**config.mk**
```make
export PLATFORM = sky130hd
export DESIGN_NAME = sme_scan_ctrl
export DESIGN_NICKNAME = d
export VERILOG_FILES = /design/src/rtl/sme_scan_ctrl.sv
export SDC_FILE = /design/constraint.sdc
export NUM_CORES = 1
export LEC_CHECK = 0
export CORE_AREA = 2 2 86 67
export DETAILED_ROUTE_END_ITERATION = 16
export DIE_AREA = 0 0 88 69
export HOLD_SLACK_MARGIN = 0.05
export PLACE_DENSITY = 0.79
export SKIP_CTS_REPAIR_TIMING = 1
export SYNTH_ARGS = -nofsm -noshare
export SYNTH_HDL_FRONTEND = slang
export SYNTH_SLANG_ARGS = --single-unit
```
**constraint.sdc**
```tcl
create_clock -name clk -period 4.08 [get_ports clk]
set_input_delay 0.816 -clock clk [delete_from_list [all_inputs] [get_ports clk]]
set_output_delay 0.816 -clock clk [all_outputs]
set_load 0.02 [all_outputs]
```
**src/rtl/sme_scan_ctrl.sv**
```systemverilog
// Control FSM for the string-matching engine: loads string/pattern lengths, issues candidate scan positions, reports the first match.
// Optional build macro SME_SCAN_CTRL_MATCHCNT_EN adds a match_cnt output and full-length (non-terminating) scans.
module sme_scan_ctrl #(
  parameter int STR_MAX = 32,
  parameter int PAT_MAX = 8,
  parameter int IDX_W   = $clog2(STR_MAX) + 1,
  parameter int PAT_W   = $clog2(PAT_MAX) + 1
) (
  input  logic             clk,
  input  logic             rst,
  input  logic             isstring,
  input  logic             ispattern,
  input  logic             cmp_hit,
  output logic             str_we,
  output logic [IDX_W-1:0] str_addr,
  output logic             pat_we,
  output logic [PAT_W-1:0] pat_addr,
  output logic             cmp_go,
  output logic [IDX_W-1:0] cmp_pos,
  output logic             match,
  output logic [IDX_W-1:0] match_index,
  output logic             valid,
  output logic [1:0]       state
`ifdef SME_SCAN_CTRL_MATCHCNT_EN
  ,output logic [IDX_W-1:0] match_cnt
`endif
);

  typedef enum logic [1:0] {
    IDLE   = 2'b00,
    READ   = 2'b01,
    SCAN   = 2'b11,
    REPORT = 2'b10
  } state_t;

  localparam logic [IDX_W-1:0] STR_FULL = IDX_W'(STR_MAX);
  localparam logic [PAT_W-1:0] PAT_FULL = PAT_W'(PAT_MAX);

  state_t           state_reg, state_next;
  logic [IDX_W-1:0] str_len_reg, str_len_next;
  logic [PAT_W-1:0] pat_len_reg, pat_len_next;
  logic             str_run_reg, str_run_next;
  logic             pat_run_reg, pat_run_next;
  logic [IDX_W-1:0] issue_pos_reg, issue_pos_next;
  logic             issue_done_reg, issue_done_next;
  logic             pend_reg, pend_next;
  logic [IDX_W-1:0] pend_pos_reg, pend_pos_next;
  logic             match_reg, match_next;
  logic [IDX_W-1:0] match_index_reg, match_index_next;
`ifdef SME_SCAN_CTRL_MATCHCNT_EN
  logic             found_reg, found_next;
  logic [IDX_W-1:0] first_reg, first_next;
  logic [IDX_W-1:0] cnt_acc_reg, cnt_acc_next;
  logic [IDX_W-1:0] match_cnt_reg, match_cnt_next;
`endif

  logic [IDX_W-1:0] s_base;
  logic [PAT_W-1:0] p_base;
  logic [IDX_W-1:0] pat_ext;
  logic [IDX_W-1:0] last_pos;
  logic             skip_scan;
  logic             hit_now;
  logic             final_res;

  assign pat_ext   = IDX_W'(pat_len_reg);
  assign last_pos  = str_len_reg - pat_ext;
  assign skip_scan = (pat_ext > str_len_reg) || (str_len_reg == '0);
  // cmp_hit is only meaningful when a position was issued on the previous cycle
  assign hit_now   = pend_reg && cmp_hit;
  assign final_res = pend_reg && (pend_pos_reg == last_pos);

  always_comb begin
    state_next       = state_reg;
    str_len_next     = str_len_reg;
    pat_len_next     = pat_len_reg;
    str_run_next     = str_run_reg;
    pat_run_next     = pat_run_reg;
    issue_pos_next   = issue_pos_reg;
    issue_done_next  = issue_done_reg;
    pend_next        = pend_reg;
    pend_pos_next    = pend_pos_reg;
    match_next       = match_reg;
    match_index_next = match_index_reg;
`ifdef SME_SCAN_CTRL_MATCHCNT_EN
    found_next       = found_reg;
    first_next       = first_reg;
    cnt_acc_next     = cnt_acc_reg;
    match_cnt_next   = match_cnt_reg;
`endif
    s_base   = str_run_reg ? str_len_reg : '0;
    p_base   = pat_run_reg ? pat_len_reg : '0;
    str_we   = 1'b0;
    str_addr = '0;
    pat_we   = 1'b0;
    pat_addr = '0;
    cmp_go   = 1'b0;
    cmp_pos  = '0;
    valid    = 1'b0;

    case (state_reg)
      IDLE: state_next = READ;

      READ: begin
        str_run_next = isstring;
        pat_run_next = ispattern && !isstring;
        if (isstring) begin
          if (s_base < STR_FULL) begin
            str_we       = 1'b1;
            str_addr     = s_base;
            str_len_next = s_base + IDX_W'(1);
          end else begin
            str_len_next = s_base;
          end
        end else if (ispattern) begin
          if (p_base < PAT_FULL) begin
            pat_we       = 1'b1;
            pat_addr     = p_base;
            pat_len_next = p_base + PAT_W'(1);
          end else begin
            pat_len_next = p_base;
          end
        end else if (pat_len_reg != '0) begin
          state_next      = SCAN;
          issue_pos_next  = '0;
          issue_done_next = 1'b0;
          pend_next       = 1'b0;
`ifdef SME_SCAN_CTRL_MATCHCNT_EN
          found_next      = 1'b0;
          first_next      = '0;
          cnt_acc_next    = '0;
`endif
        end
      end

      SCAN: begin
        str_run_next = 1'b0;
        pat_run_next = 1'b0;
        if (skip_scan) begin
          state_next       = REPORT;
          match_next       = 1'b0;
          match_index_next = '0;
`ifdef SME_SCAN_CTRL_MATCHCNT_EN
          match_cnt_next   = '0;
`endif
        end else begin
          // Issue runs one position ahead of the result being sampled
          cmp_go = !issue_done_reg;
          if (cmp_go) begin
            cmp_pos = issue_pos_reg;
            if (issue_pos_reg == last_pos) issue_done_next = 1'b1;
            else issue_pos_next = issue_pos_reg + IDX_W'(1);
          end
          pend_next     = cmp_go;
          pend_pos_next = issue_pos_reg;
`ifdef SME_SCAN_CTRL_MATCHCNT_EN
          if (hit_now) begin
            cnt_acc_next = cnt_acc_reg + IDX_W'(1);
            if (!found_reg) begin
              found_next = 1'b1;
              first_next = pend_pos_reg;
            end
          end
          if (final_res) begin
            state_next       = REPORT;
            match_next       = found_reg || hit_now;
            match_index_next = found_reg ? first_reg : (hit_now ? pend_pos_reg : '0);
            match_cnt_next   = cnt_acc_reg + (hit_now ? IDX_W'(1) : IDX_W'(0));
          end
`else
          if (hit_now) begin
            state_next       = REPORT;
            match_next       = 1'b1;
            match_index_next = pend_pos_reg;
          end else if (final_res) begin
            state_next       = REPORT;
            match_next       = 1'b0;
            match_index_next = '0;
          end
`endif
        end
      end

      REPORT: begin
        valid        = 1'b1;
        pat_len_next = '0;
        str_run_next = 1'b0;
        pat_run_next = 1'b0;
        state_next   = READ;
      end

      default: state_next = IDLE;
    endcase
  end

  always_ff @(posedge clk or posedge rst) begin
    if (rst) begin
      state_reg       <= IDLE;
      str_len_reg     <= '0;
      pat_len_reg     <= '0;
      str_run_reg     <= 1'b0;
      pat_run_reg     <= 1'b0;
      issue_pos_reg   <= '0;
      issue_done_reg  <= 1'b0;
      pend_reg        <= 1'b0;
      pend_pos_reg    <= '0;
      match_reg       <= 1'b0;
      match_index_reg <= '0;
`ifdef SME_SCAN_CTRL_MATCHCNT_EN
      found_reg       <= 1'b0;
      first_reg       <= '0;
      cnt_acc_reg     <= '0;
      match_cnt_reg   <= '0;
`endif
    end else begin
      state_reg       <= state_next;
      str_len_reg     <= str_len_next;
      pat_len_reg     <= pat_len_next;
      str_run_reg     <= str_run_next;
      pat_run_reg     <= pat_run_next;
      issue_pos_reg   <= issue_pos_next;
      issue_done_reg  <= issue_done_next;
      pend_reg        <= pend_next;
      pend_pos_reg    <= pend_pos_next;
      match_reg       <= match_next;
      match_index_reg <= match_index_next;
`ifdef SME_SCAN_CTRL_MATCHCNT_EN
      found_reg       <= found_next;
      first_reg       <= first_next;
      cnt_acc_reg     <= cnt_acc_next;
      match_cnt_reg   <= match_cnt_next;
`endif
    end
  end

  assign state       = state_reg;
  assign match       = match_reg;
  assign match_index = match_index_reg;
`ifdef SME_SCAN_CTRL_MATCHCNT_EN
  assign match_cnt   = match_cnt_reg;
`endif

endmodule

```
# Yosys cells after proc, flatten, opt, wreduce, memory -nomap -nowiden
# Cells that the tools add are included.
totals:
  in_bits: 5
  output_inout_bits: 29
  ff_bits: 35
  word_cells: 112
op_classes:
  magnitude_cmp: 3
  n_mux: 58
  bitwise: 1
  addsub: 4
  n_eq_ne: 13
  n_reduce_logical: 22
op_table:
  columns: ["cell", "count"]
  rows:
  - ["6-bit 2-to-1 mux", 17]
  - ["4-bit 2-to-1 mux", 8]
  - ["1-bit 2-to-1 mux", 20]
  - ["2-bit != test, second input constant", 7]
  - ["6-bit by 1-bit adder with 6-bit output, second input constant", 2]
  - ["6-bit equality test", 2]
  - ["2-bit 2-to-1 mux", 6]
  - ["6-bit case mux with 2 select lines", 1]
  - ["1-bit case mux with 2 select lines", 4]
  - ["4-bit case mux with 2 select lines", 1]
  - ["7-bit AND reduction", 1]
  - ["4-bit by 6-bit greater-than comparator with 1-bit output", 1]
  - ["6-bit logical NOT", 1]
  - ["6-bit less-than comparator, second input constant", 1]
  - ["2-bit case mux with 3 select lines", 1]
  - ["2-bit AND reduction", 3]
  - ["2-bit nonzero test", 3]
  - ["6-bit by 4-bit subtractor with 6-bit output", 1]
  - ["5-bit AND reduction", 1]
  - ["4-bit by 1-bit adder with 4-bit output, second input constant", 1]
  - ["2-bit equality test, second input constant", 2]
  - ["4-bit less-than comparator, second input constant", 1]
  - ["4-bit != test, second input constant", 1]
  - ["4-bit AND reduction", 1]
  - ["10 further kinds", 14]

# Logic depth before layout (Yosys ltp)
depth:
  depth_word: 7
  mapped_depth: 10
  mapped_depth_nobuf: 10

# Worst setup path after synthesis
# OpenSTA, ideal clock, no wires.
synth_path:
  path_kind: "register -> output"
  from: "reg pat_len_reg[3]"
  to: "out cmp_pos[0]"
  path_stages_with_launch: 9
  path_buffers: 1
  required_time_ps: 3264
  path_slack_ps: 1029
  t_arrival_ps: 2235
  cell_sequence: "dfrtp_1 inv_1 ha_1 buf_2 nand3_1 a21oi_1 o31ai_4 nor2_1 and2_1"
synth_via:
  elab_chain_cells: 4
synth_rtl:
  columns: ["item", "line", "source"]
  rows:
  - ["start, declared", "41", "logic [PAT_W-1:0] pat_len_reg, pat_len_next;"]
  - ["start signal, assigned", "217", "pat_len_reg <= pat_len_next;"]
  - ["4-bit by 6-bit greater-than comparator with 1-bit output", "67", "assign skip_scan = (pat_ext > str_len_reg) || (str_len_reg == '0);"]
  - ["1-bit logical OR", "67", null]
  - ["6-bit 2-to-1 mux", "138", "if (skip_scan) begin"]
  - ["6-bit 2-to-1 mux", "100", "case (state_reg)"]
  - ["end, declared", "19", "output logic [IDX_W-1:0] cmp_pos,"]
# Every way passes these cells.

# Worst setup path after layout
layout_path:
  from: "in isstring"
  to: "out pat_addr[2]"
layout_via:
  elab_chain_cells: 2
layout_rtl:
  columns: ["item", "line", "source"]
  rows:
  - ["start, declared", "11", "input logic isstring,"]
  - ["4-bit 2-to-1 mux", "106", "if (isstring) begin"]
  - ["4-bit 2-to-1 mux", "100", null]
  - ["end, declared", "17", "output logic [PAT_W-1:0] pat_addr,"]
# Every way passes these cells.

==> out/metrics.cfg <==
[worst_setup_path]
critical-path-top-delay-family=buffers and inverters
cp_slowest_cell=or4b_2
worstSetupStartpoint=isstring
timing.rr.end=issue_pos_reg[5]
worstPathCellList=clkdlybuf4s50_1 -> or4b_2 -> a21oi_1 -> and3_1 -> clkdlybuf4s50_1
regToRegSetupSlack_ps=1330
cp-endpoint=pat_addr[2]
path_class=in2out
worstPathArrival_ps=3050
cp.required_ps=3260
start_kind=input port
slowest_delay_ps=710
end_kind=output port
path_buf_inv=2
reg2reg_depth=10
cp_num_cells=5
r2r_start=str_len_reg[0]
cp_max_fo=5
crit_path_frequent_cell=clkdlybuf4s50_1

[pwr]
cellInternalPower_mw=0.979
p_clk_share_pct=13.9
power_frac_seq_pct=32.2
cellPowerDensity_nw_per_um2=638
sw_frac_of_total_pct=44.8
switching_power_mw=0.793
power_mw=1.77
pwr-share-comb_pct=53.9
p_leak_nw=1.22
ir_worst_vdd_mv=0.315

[clocking]
clk_pin_slew_ps=60
cts_tree=done
clkSinkCount=35
htreeDepth=2
cts-root-buf=clkbuf_8
clock_path_buffers=2
worstSkewPairLatency_ps=300
numCtsBuffers=5

[synthesis]
synth_edf_count=0
synth.area.top_cells=dfrtp_1 38%, and2_1 4.9%, ha_1 4.9%
syn_avg_cell_area_um2=9.56
yosysTopAreaCell=dfrtp_1
synthCells=241
post_synth_num_cell_types=52
synthTopCellsByCount=35 x dfrtp_1, 24 x nand2_1, 18 x and2_1
synth_top_flop_cell=dfrtp_1
ys_seq_elements=35
ys_seq_area_share_pct=38.0
synth.top_cell.area_share_pct=38.0
syn_area_um2=2300
yosysMostFrequentCell=dfrtp_1
ys_warn_count=0
synthArstFlopShare_pct=100

[place]
dp_cells=342
port-buffer-count=31
dpl.hpwl_um=3920
place_congestion=0.849

[sta]
rsz0062_at_grt=no
worst_pin_slew_ps=622
setup_viol=0
final_max_slew_viol_count=0
hold_viol=0
slew_headroom_pct=58.2
period_share_pct=94.8
min_period_ps=3870
skew_ps=6.49
maxClockFrequency_mhz=259
finalSetupTns_ps=0

[detailed_routing]
post_drt_wl_per_cell_um=15.4
vias=1898
dr.pass1.iters=4
antenna_left=0
drt_iter0_drc=101
vias_per_cell=5.42
wirelength_um=5380
route.detailed.drc=0

[global_route]
grt_pass1_vias=1809
gr-usage-all-layers_pct=19.6
grt_max_degree=36
antenna_found_initial=0
grt_first_pass_wirelength_um=9190
overflow=0

[floorplan]
initial_utilization_pct=44.2
die_area_um2=6070
die_h_um=69
core_um2=5210
rows=23
dieWidth_um=88
io_pins=34

[run]
maxCapViolCount=0

[layout]
fillCellCount=471
nets=289
syn_to_final_growth_pct=20.6
layout-drive-gt1-share_pct=13.1
instances_no_fill=350
diodes=0
fin_util_pct=53.4

[worst_hold_path]
hold_path_class=reg2reg

[outcome]
status=finished, final reports clean

how the worst min path moves through the flow:
stage                   start             end  cells after the start
3_3_place_gp   match_index[3]  match_index[3]                      1
4_1_cts        match_index[0]  match_index[0]                      1
6_report       match_index[0]  match_index[0]                      1
2_1_floorplan        pend_reg        pend_reg                      1
3_5_place_dp   match_index[1]  match_index[1]                      1
5_1_grt        match_index[0]  match_index[0]                      1
placed cells by master, fill, tap and decap left out, types with 6 or more instances in the layout:
| cell | Yosys | routed |
|---|---|---|
| a21oi_1 | 8 | 8 |
| a22o_1 | 6 | 6 |
| and2_1 | 18 | 18 |
| clkdlybuf4s50_1 | 0 | 31 |
| dfrtp_1 | 35 | 35 |
| ha_1 | 9 | 9 |
| inv_1 | 9 | 9 |
| mux2_2 | 7 | 7 |
| nand2_1 | 24 | 24 |
| nand3_1 | 9 | 9 |
| nor2_1 | 17 | 16 |
| o21ai_0 | 16 | 16 |
| o31ai_1 | 6 | 6 |
| xor2_1 | 8 | 8 |
kinds of logic (layout without fill, tap and decap cells):
group                      Yosys count  in the layout  synth area share (%)
buffers and inverters               21             54                  4.02
other                                1              2                 0.163
muxes                                8              8                  3.85
AOI/OAI and AO/OA                   58             58                  18.6
and+or+nand+nor                     93             93                  22.7
adders and majority gates           10             10                  5.75
DFF                                 35             35                  38.0
xor gates and xnor gates            15             15                  6.89
power groups by stage:
stage               Sequential, mW  Combinational (mW)  Clock, mW
floorplan                    0.528               0.729          0
global placement             0.571               0.912          0
detailed placement           0.576               0.937          0
CTS                          0.570               0.955      0.252
global route                 0.591                1.04      0.273
finish                       0.571               0.954      0.247
layer usage:
layer	GRT usage [%]	share of wire [%]	vias up
li1	-	-	916
met5	0	0	-
met2	27.4	46	53
met3	4.07	6.3	8
met4	6.15	1.2	0
met1	30.0	47	921
cell type report:
cell class	count	area, um^2	area share [%]
multi-input cells	186	1340	48.3
flip-flops and latches	35	876	31.5
repair buffers	36	348	12.5
well taps	75	93.8	3.38
clock buffers	7	76.3	2.75
inverters	10	37.5	1.35
clock inverters	1	5.00	0.180
stage by stage:
stage | hold slack, ps | setup slack, ps | area [um^2]
after detailed placement | 485 | 212 | 2700
after floorplan | 471 | 1030 | 2310
after global routing | 525 | 86.5 | 2780
final | 501 | 212 | 2780
after global placement | 487 | 246 | 2700
after CTS | 506 | 74.7 | 2780
worst reg2reg max path, cell delays in order, from the launching register on:
cell and delay [ps]:
dfrtp_1 400, inv_1 110, ha_1 180, inv_1 50, fa_1 390, xor2_1 300
xnor2_1 150, nand4_1 160, nor4b_4 560, or3_4 260, o31ai_2 60
Note: power is estimated with default switching activity, not from simulation.
